### src/rtl/ddr4_cmd_sequencer.sv
// DDR4 command sequencer: open-page row tracking, tRCD/tRP/tRFC spacing, periodic refresh, CL read return.
// Define AUTO_PRECHARGE_EN for closed-page operation (A10=1 on RD/WR, no PRE/PREA issued).
module ddr4_cmd_sequencer #(
  parameter int T_RCD  = 4,
  parameter int T_RP   = 4,
  parameter int T_RFC  = 16,
  parameter int T_REFI = 780,
  parameter int CL     = 5
) (
  input  logic        clk,
  input  logic        reset,
  input  logic        req_valid,
  output logic        req_ready,
  input  logic        req_we,
  input  logic        req_bg,
  input  logic [1:0]  req_ba,
  input  logic [16:0] req_row,
  input  logic [9:0]  req_col,
  input  logic [15:0] req_wdata,
  output logic        rd_valid,
  output logic [15:0] rd_data,
  output logic        cmd_act_n,
  output logic        cmd_refresh,
  output logic        cmd_bg,
  output logic [1:0]  cmd_ba,
  output logic [16:0] cmd_addr,
  output logic [15:0] cmd_wdata,
  input  logic [15:0] cmd_rdata,
  output logic        busy
);

`ifdef AUTO_PRECHARGE_EN
  localparam logic AP = 1'b1;
`else
  localparam logic AP = 1'b0;
`endif

  localparam int CNT_W = 16;
  localparam int REF_W = $clog2(T_REFI);
  localparam logic [16:0] ADDR_NOP  = 17'h1C000;
  localparam logic [16:0] ADDR_PRE  = 17'h08000;
  localparam logic [16:0] ADDR_PREA = 17'h08400;
  // Wait states hold for LOAD+1 cycles, so a spacing of T uses T-2 (wait skipped when T==1).
  localparam logic [CNT_W-1:0] RCD_LOAD = CNT_W'((T_RCD > 1) ? T_RCD - 2 : 0);
  localparam logic [CNT_W-1:0] RP_LOAD  = CNT_W'((T_RP  > 1) ? T_RP  - 2 : 0);
  localparam logic [CNT_W-1:0] RFC_LOAD = CNT_W'((T_RFC > 1) ? T_RFC - 2 : 0);
  localparam logic [CNT_W-1:0] AP_LOAD  = CNT_W'(T_RP - 1);
  localparam logic [REF_W-1:0] REFI_LAST = REF_W'(T_REFI - 1);

  typedef enum logic [3:0] {
    S_IDLE, S_PRE, S_PRE_WAIT, S_ACT, S_ACT_WAIT, S_RW,
    S_PREA, S_PREA_WAIT, S_REF, S_REF_WAIT
  } state_t;

  state_t            state_q, state_d;
  logic [CNT_W-1:0]  cnt_q, cnt_d;
  logic [REF_W-1:0]  ref_cnt_q;
  logic              ref_pending_q;
  logic [7:0]        tbl_vld_q;
  logic [16:0]       tbl_row_q [8];

  logic              lat_we_q, lat_bg_q;
  logic [1:0]        lat_ba_q;
  logic [16:0]       lat_row_q;
  logic [9:0]        lat_col_q;
  logic [15:0]       lat_wdata_q;

  logic              act_n_q, refresh_q, bg_q;
  logic [1:0]        ba_q;
  logic [16:0]       addr_q;
  logic [15:0]       wdata_q;
  logic [CL-1:0]     rd_pipe_q;
  logic              rd_valid_q;
  logic [15:0]       rd_data_q;

  logic              accept, hit, ref_wrap, rd_push;
  logic [2:0]        req_bank, sel_bank;
  logic              sel_we, sel_bg;
  logic [1:0]        sel_ba;
  logic [16:0]       sel_row;
  logic [9:0]        sel_col;
  logic [15:0]       sel_wdata;

  assign req_ready = (state_q == S_IDLE) & ~ref_pending_q & ~reset;
  assign busy      = (state_q != S_IDLE) | ref_pending_q;
  assign accept    = req_valid & req_ready;
  assign req_bank  = {req_bg, req_ba};
  assign hit       = tbl_vld_q[req_bank] & (tbl_row_q[req_bank] == req_row);
  assign ref_wrap  = (ref_cnt_q == REFI_LAST);

  // Commands are registered on the edge that enters their state, so the accepted request is used directly.
  assign sel_we    = accept ? req_we    : lat_we_q;
  assign sel_bg    = accept ? req_bg    : lat_bg_q;
  assign sel_ba    = accept ? req_ba    : lat_ba_q;
  assign sel_row   = accept ? req_row   : lat_row_q;
  assign sel_col   = accept ? req_col   : lat_col_q;
  assign sel_wdata = accept ? req_wdata : lat_wdata_q;
  assign sel_bank  = {sel_bg, sel_ba};
  assign rd_push   = (state_d == S_RW) & ~sel_we;

  assign cmd_act_n   = act_n_q;
  assign cmd_refresh = refresh_q;
  assign cmd_bg      = bg_q;
  assign cmd_ba      = ba_q;
  assign cmd_addr    = addr_q;
  assign cmd_wdata   = wdata_q;
  assign rd_valid    = rd_valid_q;
  assign rd_data     = rd_data_q;

  always_comb begin
    state_d = state_q;
    cnt_d   = cnt_q;
    unique case (state_q)
      S_IDLE: begin
        if (ref_pending_q) begin
          state_d = (|tbl_vld_q) ? S_PREA : S_REF;
        end else if (accept) begin
          if (hit)                      state_d = S_RW;
          else if (tbl_vld_q[req_bank]) state_d = S_PRE;
          else                          state_d = S_ACT;
        end
      end
      S_PRE: begin
        if (T_RP > 1) begin state_d = S_PRE_WAIT; cnt_d = RP_LOAD; end
        else state_d = S_ACT;
      end
      S_PRE_WAIT: begin
        if (cnt_q == '0) state_d = AP ? S_IDLE : S_ACT;
        else cnt_d = cnt_q - CNT_W'(1);
      end
      S_ACT: begin
        if (T_RCD > 1) begin state_d = S_ACT_WAIT; cnt_d = RCD_LOAD; end
        else state_d = S_RW;
      end
      S_ACT_WAIT: begin
        if (cnt_q == '0) state_d = S_RW;
        else cnt_d = cnt_q - CNT_W'(1);
      end
      S_RW: begin
        if (AP) begin state_d = S_PRE_WAIT; cnt_d = AP_LOAD; end
        else state_d = S_IDLE;
      end
      S_PREA: begin
        if (T_RP > 1) begin state_d = S_PREA_WAIT; cnt_d = RP_LOAD; end
        else state_d = S_REF;
      end
      S_PREA_WAIT: begin
        if (cnt_q == '0) state_d = S_REF;
        else cnt_d = cnt_q - CNT_W'(1);
      end
      S_REF: begin
        if (T_RFC > 1) begin state_d = S_REF_WAIT; cnt_d = RFC_LOAD; end
        else state_d = S_IDLE;
      end
      S_REF_WAIT: begin
        if (cnt_q == '0) state_d = S_IDLE;
        else cnt_d = cnt_q - CNT_W'(1);
      end
      default: state_d = S_IDLE;
    endcase
  end

  always_ff @(posedge clk or posedge reset) begin
    if (reset) begin
      state_q       <= S_IDLE;
      cnt_q         <= '0;
      ref_cnt_q     <= '0;
      ref_pending_q <= 1'b0;
      tbl_vld_q     <= '0;
      tbl_row_q     <= '{default: '0};
      lat_we_q      <= 1'b0;
      lat_bg_q      <= 1'b0;
      lat_ba_q      <= '0;
      lat_row_q     <= '0;
      lat_col_q     <= '0;
      lat_wdata_q   <= '0;
      act_n_q       <= 1'b1;
      refresh_q     <= 1'b0;
      bg_q          <= 1'b0;
      ba_q          <= '0;
      addr_q        <= ADDR_NOP;
      wdata_q       <= '0;
      rd_pipe_q     <= '0;
      rd_valid_q    <= 1'b0;
      rd_data_q     <= '0;
    end else begin
      state_q   <= state_d;
      cnt_q     <= cnt_d;
      ref_cnt_q <= ref_wrap ? '0 : ref_cnt_q + REF_W'(1);
      if (ref_wrap)              ref_pending_q <= 1'b1;
      else if (state_d == S_REF) ref_pending_q <= 1'b0;

      if (accept) begin
        lat_we_q    <= req_we;
        lat_bg_q    <= req_bg;
        lat_ba_q    <= req_ba;
        lat_row_q   <= req_row;
        lat_col_q   <= req_col;
        lat_wdata_q <= req_wdata;
      end

      rd_pipe_q  <= (rd_pipe_q << 1) | CL'(rd_push);
      rd_valid_q <= rd_pipe_q[CL-1];
      if (rd_pipe_q[CL-1]) rd_data_q <= cmd_rdata;

      act_n_q   <= 1'b1;
      refresh_q <= 1'b0;
      addr_q    <= ADDR_NOP;
      unique case (state_d)
        S_PRE: begin
          addr_q              <= ADDR_PRE;
          bg_q                <= sel_bg;
          ba_q                <= sel_ba;
          tbl_vld_q[sel_bank] <= 1'b0;
        end
        S_ACT: begin
          act_n_q <= 1'b0;
          addr_q  <= sel_row;
          bg_q    <= sel_bg;
          ba_q    <= sel_ba;
          if (!AP) begin
            tbl_vld_q[sel_bank] <= 1'b1;
            tbl_row_q[sel_bank] <= sel_row;
          end
        end
        S_RW: begin
          addr_q <= {1'b1, 1'b0, ~sel_we, 3'b000, AP, sel_col};
          bg_q   <= sel_bg;
          ba_q   <= sel_ba;
          if (sel_we) wdata_q <= sel_wdata;
        end
        S_PREA: begin
          addr_q    <= ADDR_PREA;
          bg_q      <= 1'b0;
          ba_q      <= '0;
          tbl_vld_q <= '0;
        end
        S_REF: refresh_q <= 1'b1;
        default: ;
      endcase
    end
  end

endmodule

### config.mk
export PLATFORM = sky130hd
export DESIGN_NAME = ddr4_cmd_sequencer
export DESIGN_NICKNAME = d
export VERILOG_FILES = /design/src/rtl/ddr4_cmd_sequencer.sv
export SDC_FILE = /design/constraint.sdc
export NUM_CORES = 1
export LEC_CHECK = 0
export ABC_AREA = 1
export BUFFER_PORTS_ARGS = -buffer_cell sky130_fd_sc_hd__buf_4
export CELL_PAD_IN_SITES_DETAIL_PLACEMENT = 0
export CELL_PAD_IN_SITES_GLOBAL_PLACEMENT = 2
export CORE_MARGIN = 1
export CORE_UTILIZATION = 38
export CTS_CLUSTER_SIZE = 20
export DETAILED_ROUTE_END_ITERATION = 10
export PLACE_DENSITY_LB_ADDON = 0.1
export SKIP_LAST_GASP = 1
export SLEW_MARGIN = 20
export SYNTH_ARGS = -nofsm -noshare
export SYNTH_HDL_FRONTEND = slang
export SYNTH_SLANG_ARGS = --single-unit
export TNS_END_PERCENT = 30
### constraint.sdc
create_clock -name clk -period 15.9 [get_ports clk]
set_input_delay 3.18 -clock clk [delete_from_list [all_inputs] [get_ports clk]]
set_output_delay 3.18 -clock clk [all_outputs]
set_load 0.1 [all_outputs]
==> key figures <==
Status
  – Status: finished, final reports clean

Clocking
  – Max Buffers Root-to-Sink: 3
  – Resized cells post-CTS: 0
  – H-tree lvl count: 2
  – Worst-Skew Late Latency: 0.53 ns
  – Post-CTS Setup Bufs: 0
  – CTS root buffer: clkbuf_16
  – Inserted Clock Buffers: 36
  – CTS tree: yes
  – Clock Pin Slew Worst Setup and Hold Paths: roughly 0.050 ns
  – Clock sinks: 282
  – Number of hold buffers added after cts: 0

Global routing
  – Total grt overflow: 0
  – First-pass GRT wire length: 61500 um
  – Antenna violations before repair: 1
  – Tot GR Track Use: 0.221
  – Largest net degree at the start of global routing: 86
  – Vias in the first global route: around 11000

Flow run
  – Max-cap violations: 0

Worst setup path
  – Kind of critical path: in2out
  – CP Data Arrival Time: 3.76 ns
  – Max incr delay on CP: roughly 0.30 ns
  – CP max FO: 2
  – Top cell by count, worst path: buf_4
  – CP Capture Type: primary output
  – Worst path required time: 12.72 ns
  – Worst R2R Start: state_q[2]
  – CP max-delay cell: buf_4
  – R2R setup slack: between 10 and 15 ns
  – Startpoint types: input pin
  – Critical-path cell list: buf_4, nor2_4, buf_4
  – R2R cell count: 14
  – RR Endpoint: tbl_row_q[22]

Finish
  – Final nets: around 1800
  – Layout area overhead: 18.2%
  – Fill cells: 3444
  – Share of layout cells above drive strength 1: 0.143
  – N_diodes: 0
  – Final Cell Area: approximately 16000 sq um

Yosys
  – Cells after Synth: 1646
  – Post-synth cell types: 39
  – Mapped cell area: ~13000 sq um
  – Dominant cell type by area after synthesis: dfrtp_1
  – Sequential area share after synthesis: 0.533
  – Yosys warns: 0
  – Main synth FF type: dfrtp_1
  – Yosys top cell area share: 0.525
  – Area contributors post-synth: dfrtp_1 53%, nand2_1 15%, o21ai_0 7.7%
  – Post-synth EDFFs: 0
  – Post-Syn Nets: 1714
  – Mean Syn Cell Area: 8.04 sq um
  – Dominant cell by count in the synthesized netlist: nand2_1
  – Async SR Flop Fraction: 1.00
  – Yosys reg bits: between 200 and 300
  – Most frequent cells after synthesis: 534 x nand2_1, 278 x dfrtp_1, 204 x o21ai_0

STA
  – Final Setup Violations: 0
  – Max-slew headroom: 0.354
  – Final worst path period share: 0.436
  – Peak Freq: approximately 140 MHz
  – RSZ-0062 raised after global routing: no
  – Total Neg Setup Slack: 0 ns
  – Worst Tran Pin Value: slightly below 1 ns
  – Min cycle time layout: a little under 7 ns
  – Setup Skew: roughly 0.017 ns
  – Final Hold Viols: 0
  – Max-slew violation count: 0

Placement
  – DP Area: 14400 sq um
  – Number of port buffers: ~120
  – Final HPWL DP: 24200 um
  – GPL Wtd Cong: between 0.7 and 0.8

Routing
  – DR vias/cell: 4.91
  – Antenna-violating nets left: 0
  – Detailed Route WL: roughly 38000 um
  – Initial DRC count: 712
  – WL/cell: roughly 17 um
  – Drt pass-1 iters: 5
  – Remaining DRCs: 0
  – Vias: 10900

Power
  – Lkg Pwr: 7.92 nW
  – Worst VDD drop: 0.124 mV
  – Tot Pwr: 3.36 mW
  – PwrDens: 215 nW/um^2

Die
  – Core Region: 33900 sq um
  – Row cnt: 67
  – Die W: 189 um
  – Initial core utilization: 0.391
  – Io pins: 123
  – Die Span Y: around 190 um
  – DIE AREA: 35600 sq um

Hold path
  – Hold EP: rd_pipe_q[2]
  – HP Class: reg2reg
  – Hold Path Stages: 0
  – Worst hold start: rd_pipe_q[1]
## cell families (layout without fill, tap and decap cells)
group | count (synthesis) | in the layout | synth area share
flops | 282 | 282 | 0.533
mux | 16 | 16 | 0.0136
xor+xnor | 7 | 7 | 0.00463
simple gates | 798 | 798 | 0.255
fa+ha+maj | 2 | 2 | 0.00189
compound gates | 260 | 260 | 0.102
buf+inv | 281 | 407 | 0.0896
## cells in the final DEF (no fill, tap or decap), drive strengths merged
cell type and n:
xor2 7, nor2 77, or2 20, and3 2
dfrtp 278, o21a 2, o211ai 14, clkinvlp 1
mux2 16, nor4 4, nor3 9, nand4 7
dfstp 4, inv 194, ha 2, clkbuf 57
o21ai 210, bufinv 2, nand2 536, nor3b 2
buf 134, nand3b 10, a21o 1, a21oi 30
nand3 131, clkinv 19, a311oi 1, a31oi 1
a41oi 1
## power breakdown
part / switching (mW) / total, mW / internal, mW / leakage [nW]
logic: 1.06 / 1.41 / 0.348 / 3.99
registers: 0.108 / 1.11 / 1.00 / 3.32
clock network: 0.318 / 0.839 / 0.521 / 0.611
total: 1.49 / 3.36 / 1.87 / 7.92
## how the worst max path moves through the flow
| stage | startpoint | end | cells past startpoint |
|---|---|---|---|
| after floorplan | reset | cmd_addr[0] | 1 |
| after global placement | req_ba[1] | tbl_row_q[31] | 16 |
| after detailed placement | req_ba[1] | tbl_row_q[99] | 17 |
| after CTS | reset | req_ready | 3 |
| after global routing | req_ba[1] | tbl_row_q[97] | 17 |
| final | reset | req_ready | 3 |
## flip-flops by register name, summed over array words and instances, names as in the netlist, 2 cells and up
register     cells
cmd_addr        17
rd_data         16
rd_pipe_q        5
cmd_wdata       16
cnt_q           16
lat_row_q       17
cmd_ba           2
ref_cnt_q       10
lat_col_q       10
tbl_row_q      136
lat_ba_q         2
state_q          4
lat_wdata_q     16
tbl_vld_q        8
## worst max-delay path: cells and delay by family
kind / cells / cell delay [ns]
AND/OR/NAND/NOR: 1 / 0.13
buffers and inverters: 2 / 0.44
## per-layer routing
layer	vias up	track usage	part of all wire	wire, um
met5	-	0	0	0
li1	5400	-	-	-
met2	231	0.348	0.46	17300
met4	0	0.0537	0.016	611
met1	5220	0.320	0.49	18600
met3	43	0.0300	0.040	1500
## per-stage QoR
step	worst slack (ns)	instances	utilization	hold slack (ns)
floorplan	4.95	1646	-	0.331
global placement	8.41	2154	0.426	0.332
detailed placement	8.42	2154	0.426	0.336
CTS	8.96	2220	0.462	0.353
global route	8.58	2220	0.462	0.354
finish	8.96	2220	0.462	0.352
## final cells by class
type | instances | area (sq um) | share of cell area
clock buffers | 57 | 1130 | 0.0722
repair buffers | 134 | 1010 | 0.0642
inverters | 207 | 785 | 0.0501
multi-input cells | 1083 | 5010 | 0.320
clock inverters | 9 | 105 | 0.00671
well taps | 448 | 561 | 0.0358
flip-flops and latches | 282 | 7060 | 0.451
Note: power is estimated with default switching activity, not from simulation.
